## src/rtl/vec_addsub_sat_pipe_pkg.sv

```systemverilog
// Shared constants and helpers for the vector add/subtract saturating pipeline.
// Latency: n/a (package only).
// Backpressure: n/a.
package vec_addsub_sat_pipe_pkg;

    // Operation select carried with each beat.
    localparam logic MODE_ADD  = 1'b0;
    localparam logic MODE_SUB  = 1'b1;

    // Overflow handling select carried with each beat.
    localparam logic SAT_WRAP  = 1'b0;
    localparam logic SAT_CLAMP = 1'b1;

    // Largest representable value of a w-bit two's-complement lane.
    function automatic int lane_max(input int w);
        return (1 << (w - 1)) - 1;
    endfunction

    // Smallest representable value of a w-bit two's-complement lane.
    function automatic int lane_min(input int w);
        return -(1 << (w - 1));
    endfunction

endpackage

```

## src/rtl/vec_addsub_sat_pipe_lane.sv

```systemverilog
// Single-lane signed add/subtract with optional clamp to the lane range.
// Latency: 0 (purely combinational).
// Backpressure: n/a.
// Ports: a, b operands; sub selects a-b; sat selects clamp vs wrap;
//        d result; ovf set whenever the exact result leaves the W-bit range.
module lane_addsub_sat
    import vec_addsub_sat_pipe_pkg::*;
#(
    parameter int W = 10
) (
    input  logic [W-1:0] a,
    input  logic [W-1:0] b,
    input  logic         sub,
    input  logic         sat,
    output logic [W-1:0] d,
    output logic         ovf
);

    localparam logic [W-1:0] LMAX = W'(lane_max(W));
    localparam logic [W-1:0] LMIN = W'(lane_min(W));

    logic [W:0] a_x;
    logic [W:0] b_x;
    logic [W:0] exact;

    // One extra bit holds every sum/difference of two W-bit values exactly,
    // including 0 - MIN, so no special case is needed.
    assign a_x   = {a[W-1], a};
    assign b_x   = {b[W-1], b};
    assign exact = (sub == MODE_SUB) ? (a_x - b_x) : (a_x + b_x);

    // Out of range exactly when the top two bits disagree; exact[W] then
    // gives the true sign and so the direction of the overflow.
    assign ovf = exact[W] ^ exact[W-1];

    always_comb begin
        d = exact[W-1:0];
        if ((sat == SAT_CLAMP) && ovf) begin
            d = exact[W] ? LMIN : LMAX;
        end
    end

endmodule

```

## src/rtl/vec_addsub_sat_pipe.sv

```systemverilog
// Wc-lane vector add/subtract with per-beat clamp/wrap, overflow flags and a sticky overflow counter.
// Latency: 2 cycles accept-to-out_valid, one beat per cycle throughput.
// Backpressure: full valid/ready; in_ready = !s1_valid | !s2_valid | out_ready, no in_valid->in_ready path.
// Ports: clk, rst (async active-low); in_valid/in_ready/in_sub/in_sat/X/Y input beat;
//        out_valid/out_ready/D/ovf result beat; sat_cnt overflow-beat count, sat_clr clears it.
module vec_addsub_sat_pipe
    import vec_addsub_sat_pipe_pkg::*;
#(
    parameter int W     = 10,
    parameter int Wc    = 32,
    parameter int CNT_W = 16
) (
    input  logic              clk,
    input  logic              rst,
    input  logic              in_valid,
    output logic              in_ready,
    input  logic              in_sub,
    input  logic              in_sat,
    input  logic [Wc*W-1:0]   X,
    input  logic [Wc*W-1:0]   Y,
    output logic              out_valid,
    input  logic              out_ready,
    output logic [Wc*W-1:0]   D,
    output logic [Wc-1:0]     ovf,
    output logic [CNT_W-1:0]  sat_cnt,
    input  logic              sat_clr
);

    logic              s1_valid;
    logic [Wc*W-1:0]   s1_x;
    logic [Wc*W-1:0]   s1_y;
    logic              s1_sub;
    logic              s1_sat;

    logic              s2_valid;
    logic [Wc*W-1:0]   d_q;
    logic [Wc-1:0]     ovf_q;
    logic [CNT_W-1:0]  cnt_q;

    logic              en1;
    logic              en2;
    logic              out_xfer;
    logic [Wc*W-1:0]   lane_d;
    logic [Wc-1:0]     lane_ovf;

    // Each stage advances when it is empty or the stage after it is moving,
    // so a full pipe accepts and emits in the same cycle without a bubble.
    assign en2      = !s2_valid || out_ready;
    assign en1      = !s1_valid || en2;
    assign in_ready = en1;
    assign out_xfer = s2_valid && out_ready;

    always_ff @(posedge clk or negedge rst) begin
        if (!rst) begin
            s1_valid <= 1'b0;
            s1_x     <= '0;
            s1_y     <= '0;
            s1_sub   <= MODE_ADD;
            s1_sat   <= SAT_WRAP;
        end else if (en1) begin
            s1_valid <= in_valid;
            s1_x     <= X;
            s1_y     <= Y;
            s1_sub   <= in_sub;
            s1_sat   <= in_sat;
        end
    end

    for (genvar i = 0; i < Wc; i++) begin : g_lane
        lane_addsub_sat #(
            .W (W)
        ) u_lane (
            .a   (s1_x[i*W +: W]),
            .b   (s1_y[i*W +: W]),
            .sub (s1_sub),
            .sat (s1_sat),
            .d   (lane_d[i*W +: W]),
            .ovf (lane_ovf[i])
        );
    end

    // Stage 2 only loads when empty or draining, which keeps D/ovf frozen
    // while a presented beat is stalled.
    always_ff @(posedge clk or negedge rst) begin
        if (!rst) begin
            s2_valid <= 1'b0;
            d_q      <= '0;
            ovf_q    <= '0;
        end else if (en2) begin
            s2_valid <= s1_valid;
            d_q      <= lane_d;
            ovf_q    <= lane_ovf;
        end
    end

    // Counts delivered beats carrying any overflow; pins at all-ones and
    // lets a clear win over a same-cycle increment.
    always_ff @(posedge clk or negedge rst) begin
        if (!rst) begin
            cnt_q <= '0;
        end else if (sat_clr) begin
            cnt_q <= '0;
        end else if (out_xfer && (|ovf_q) && (cnt_q != {CNT_W{1'b1}})) begin
            cnt_q <= cnt_q + CNT_W'(1);
        end
    end

    assign out_valid = s2_valid;
    assign D         = d_q;
    assign ovf       = ovf_q;
    assign sat_cnt   = cnt_q;

endmodule

```

## config.mk

```make
export PLATFORM = sky130hd
export DESIGN_NAME = vec_addsub_sat_pipe
export DESIGN_NICKNAME = d
export VERILOG_FILES = /design/src/rtl/vec_addsub_sat_pipe_pkg.sv /design/src/rtl/vec_addsub_sat_pipe_lane.sv /design/src/rtl/vec_addsub_sat_pipe.sv
export SDC_FILE = /design/constraint.sdc
export NUM_CORES = 2
export LEC_CHECK = 0
export BUFFER_PORTS_ARGS = -buffer_cell sky130_fd_sc_hd__buf_2
export CAP_MARGIN = 20
export CORE_AREA = 2 2 392 394
export DETAILED_ROUTE_END_ITERATION = 10
export DIE_AREA = 0 0 394 396
export GPL_ROUTABILITY_DRIVEN = 0
export PLACE_DENSITY = 0.72
export SKIP_LAST_GASP = 1
export SYNTH_ARGS = -nofsm -noshare
export SYNTH_HDL_FRONTEND = slang
export SYNTH_SLANG_ARGS = --single-unit
```

## constraint.sdc

```tcl
create_clock -name clk -period 5.65 [get_ports clk]
set_input_delay 0.565 -clock clk [delete_from_list [all_inputs] [get_ports clk]]
set_output_delay 0.565 -clock clk [all_outputs]
set_load 0.005 [all_outputs]
```

== Word level (Yosys, flattened, before mapping) ==
Index checks and enable logic that the tools add are counted.
Widths: inputs -> output; s select.
Cells by class
  mux-type cells: 98
  equality and inequality tests: 1
  bitwise operators: 32
  add/sub/neg operators: 65
  reductions and logical operators: 41
Operators with widths (number)
  $mux 10: 64
  $add 10x10->11: 32
  $mux 11: 32
  $sub 10x10->11: 32
  $logic_and 1x1->1: 35
  $mux 16: 2
  $reduce_or 32->1: 1
  $xor 1x1->1: 32
  $add 16x1->16 const B: 1
  $ne 16x16->1 const B: 1
  $logic_not 1->1: 2
  $logic_or 1x1->1: 2
  $reduce_bool 2->1: 1
Word-level totals
  output and inout bits: 370
  register bits after elaboration: 1012
  logic and storage cells: 246

== Depth between registers and ports, before layout ==
  depth in word-level cells: 5
  depth in mapped cells: 17
  gate-level depth less buffers: 14

== Modules after synthesis ==
From an unflattened synthesis, not the netlist that was laid out.
Second synthesis, totals
  cells, all modules: 5957
  area total of the unflattened synthesis: 65903.2 sq um
Modules (own cells, without submodules)
  vec_addsub_sat_pipe: area an instance 37646.1 sq um, cells each 2210, instances 1
  lane_addsub_sat (g_lane[0].u_lane ...): area an instance 944.7 sq um, cells each 125, instances 14
  lane_addsub_sat (g_lane[16].u_lane ...): area an instance 828.3 sq um, cells each 110, instances 15
  lane_addsub_sat (g_lane[8].u_lane ...): area an instance 838.3 sq um, cells each 110, instances 2
  lane_addsub_sat (g_lane[1].u_lane): area an instance 930.9 sq um, cells each 127, instances 1

== Worst setup path before layout ==
OpenSTA, ideal clock, no wires.
  path type: register -> register
  start: register s1_sub
  end: register d_q[285] (netlist: D[285])
  buffers on the path: 6
  path slack: 1.118 ns
  arrival: 4.405 ns
  cell stages (with the launch flop): 16
  required time: 5.524 ns
  path through: dfrtp_1 > clkbuf_1 > buf_2 > clkbuf_1 > clkbuf_1 > clkbuf_1 > buf_2 > mux2i_1 > fa_1 > a211oi_1 > o21ai_1 > a2111o_1 > a31oi_1 > xnor2_2 > or3_1 > a311o_1
Between the ends
  word-level cells in the longest chain between the ends: 4
  elaborated cells on any way between the ends: 5
  classes of those cells: 3 x mux; 1 x bitwise; 1 x reduce/logical
RTL lines
  from (decl): RTL line vec_addsub_sat_pipe.sv:32  | logic s1_sub;
  from (signal assigned): RTL line vec_addsub_sat_pipe.sv:64  | s1_sub <= in_sub;
  $mux 11 (*): RTL line vec_addsub_sat_pipe_lane.sv:30  | assign exact = (sub == MODE_SUB) ? (a_x - b_x) : (a_x + b_x);
  $xor 1x1->1: RTL line vec_addsub_sat_pipe_lane.sv:34  | assign ovf = exact[W] ^ exact[W-1];
  $logic_and 1x1->1: RTL line vec_addsub_sat_pipe_lane.sv:38  | if ((sat == SAT_CLAMP) && ovf) begin
  $mux 10 (*): RTL line vec_addsub_sat_pipe_lane.sv:38
  to (signal assigned): RTL line vec_addsub_sat_pipe.sv:91  | d_q <= lane_d;
  to (decl): RTL line vec_addsub_sat_pipe.sv:36  | logic [Wc*W-1:0] d_q;
Every way passes the cells marked *; elsewhere a longest branch is shown, timed or not.
A chain may end at the register's enable or synchronous reset.

== Final worst setup path ==
  start: register s1_sub
  end: register d_q[62] (netlist: D[62])
The elaborated chain is that of the path after synthesis.

==> flow_summary.yaml <==
routing:
  vias_per_cell: 5.653
  wl_met2_um: 96050
  ant_nets: 0
  drtPass1Iterations: 7
  dr.first_iter.drc_count: 3995
  dr_wl_met3_um: 15300
  drt-total-wl_um: 206300
  highest_layer: "met5"
  met1_length_um: 83060
  vias: 54001
  drc: 0
  routedWlPerCell_um: 21.59
sta:
  slew_violations: 0
  setup_tns_ns: 0
  max_slew_margin: 0.2472
  period_minus_slack_ns: 4.454
  finClkSkew_ns: 0.04942
  rsz0062_at_grt: "false"
  worstMarginPinSlew_ns: 1.101
  finalHoldViolCount: 0
  setup_violations: 0
  whs_ns: 0.06248
  max_freq_mhz: 224.5
  period_share: 0.7883
clock_network:
  clock-sinks: 1012
  cts_tree: "yes"
  cts.path.max_buffers: 3
  clk_latency_ns: 0.75
  htreeDepth: 3
  clk_pin_slew_ns: 0.06
  post_cts_buffers: 0
  cts_made_buffers: 112
  cts_root_buffer: "clkbuf_16"
power_and_ir_drop:
  leakage_uw: 0.03321
  ir_drop_mv: 0.3433
  power.density_nw_per_um2: 425.1
synth:
  syn_nets: 7240
  avgSynthCellArea_um2: 9.889
  ys_seq_area_frac: 0.4125
  ys_types: 78
  synthArstFlopShare: 1.000
  synth_area_leaders: "dfrtp_1, ha_1, mux2_1"
  synth_edf_count: 0
  synthesis.area_um2: 61390
  synth_top_flop_cell: "dfrtp_1"
  ys_seq_elements: 1012
  ys_warn_count: 0
  synthTopCellsByCount: "dfrtp_1, nor2_1, a21oi_1, nand2_1, xnor2_1"
  synth_top_cell_by_area: "dfrtp_1"
  yosysMostFrequentCell: "dfrtp_1"
  synth.top_cell.area_share: 0.4125
  synthCells: 6208
min_path:
  hp-start: "X[234]"
  hold-path-cell-count: 2
  hp-class: "in -> reg"
  worstHoldEndpoint: "s1_x[234]"
final_layout:
  drive_gt1_frac: 0.2028
  regArea_um2: 25330
  postLayoutCellArea_um2: 75330
  final_core_util: 0.4970
  multi_input_area_um2: 34240
  area_growth_pct: 22.70
  nNetsFinal: 8409
  fillers: 13477
place:
  io_buffers: 1016
  hpwl_um: 155700
  placed_area_um2: 68750
floorplanning:
  start_util: 0.4051
  core_area_um2: 151500
  fp.dieH_um: 396
  die_w_um: 394
  num_rows: 143
  design.die.area_um2: 156000
  io_pins: 1017
global_route:
  grt_overflow: 0
  grt.total_usage: 0.2564
  grt_max_degree: 162
  antenna_found_initial: 60
  grt_pass1_wl_um: 314700
  grt_pass1_vias: 53398
setup_path:
  rr_endpoint: "D[62]"
  timing.reg2reg.worst_path_depth: 11
  crit_fanout: 59
  endpoint_kind: "flop"
  crit_type: "reg -> reg"
  crit_required_ns: 6.25
  regToRegStartpoint: "s1_sub"
  arrival_ns: 5.05
  cp-start-kind: "flop"
  ff2ff_setup_slack_ns: 1.20
run:
  cap_violations: 0
outcome:
  status: "finished clean"
## worst max path at each step
stage	end	start	slack, ns	depth (start not counted)
after CTS	D[265]	s1_sub	1.27	10
after global routing	D[62]	s1_sub	0.98	11
final	D[62]	s1_sub	1.20	11
after detailed placement	D[67]	s1_sub	1.31	11
after global placement	D[97]	s1_sub	1.44	10
after floorplan	D[285]	s1_sub	1.12	15
## what timing repair did
action	in CTS	in global routing
hold buffers	219	0
hold endpoints to repair	288	0
gates resized for setup	0	0
## state kept, by name (all words and copies together) (netlist names)
name       flops
D            320
s1_x         320
s1_y         320
ovf           32
sat_cnt       16
out_valid      1
s1_sat         1
s1_sub         1
s1_valid       1
## layout by cell type (no fill, tap or decap), types with 48 or more instances in the layout
| master | count |
|---|---|
| buf_2 | 1015 |
| dfrtp_1 | 1010 |
| nor2_1 | 516 |
| a21oi_1 | 462 |
| nand2_1 | 412 |
| xnor2_1 | 408 |
| ha_1 | 353 |
| mux2_1 | 321 |
| inv_1 | 255 |
| dlygate4sd3_1 | 219 |
| nor3_1 | 207 |
| o21ai_1 | 205 |
| mux2_2 | 189 |
| xor2_1 | 140 |
| o21ai_0 | 116 |
| nand3_1 | 113 |
| clkbuf_16 | 113 |
| a31oi_1 | 112 |
| o221a_1 | 95 |
| nor2b_1 | 68 |
| and3_1 | 65 |
| nor4_1 | 64 |
| nor3b_1 | 59 |
| o31ai_1 | 53 |
| a21o_1 | 49 |
| diode_2 | 48 |
| mux2i_1 | 48 |
| o21a_1 | 48 |
## layout make-up
class | count | area share
Multi-Input combinational cell | 4702 | 0.4546
Clock buffer | 143 | 0.04129
Tap cell | 2030 | 0.03372
Sequential cell | 1012 | 0.3363
Clock inverter | 69 | 0.01515
Timing Repair Buffer | 1291 | 0.1045
Inverter | 258 | 0.01289
Antenna cell | 48 | 0.001595
## critical path, stage by stage (launching register included)
cell	delay (ns)
dfrtp_4	0.98
buf_12	0.35
buf_4	0.31
mux2i_1	0.36
ha_1	0.30
nor2b_1	0.15
o31a_1	0.28
o31ai_1	0.27
nor3b_1	0.09
nand4b_1	0.56
nor2_1	0.46
o31ai_1	0.14
## through the flow
stage / setup slack (ns) / power (uW) / cells
after global routing: 0.9751 / 33930 / 9545
after global placement: 1.435 / 23010 / 9073
after detailed placement: 1.306 / 23370 / 9073
after floorplan: 1.118 / 18390 / 6208
final: 1.196 / 32020 / 9553
after CTS: 1.273 / 32020 / 9504
## cell families after synthesis
family          count (synthesis)  share of synthesized area
xor+xnor                      549                    0.07844
simple gates                 1773                     0.1417
buf+inv                       494                    0.03035
fa+ha+maj                     385                    0.08238
flops                        1012                     0.4125
compound gates               1437                     0.1533
mux                           558                     0.1014
## routing by layer
| layer | up-vias | track usage |
|---|---|---|
| met5 | - | 0 |
| met4 | 32 | 0.1299 |
| met3 | 525 | 0.05869 |
| met2 | 2104 | 0.4184 |
| met1 | 26420 | 0.3181 |
| li1 | 24920 | - |
## power by group
part | switching (uW) | leakage [uW] | internal [uW] | total (uW)
combinational | 7320 | 0.0194 | 5570 | 12900
sequential | 1750 | 0.0118 | 8980 | 10700
clock | 3330 | 0.00205 | 5070 | 8400
total | 12400 | 0.0332 | 19600 | 32000
(Power assumes the default switching activity.)
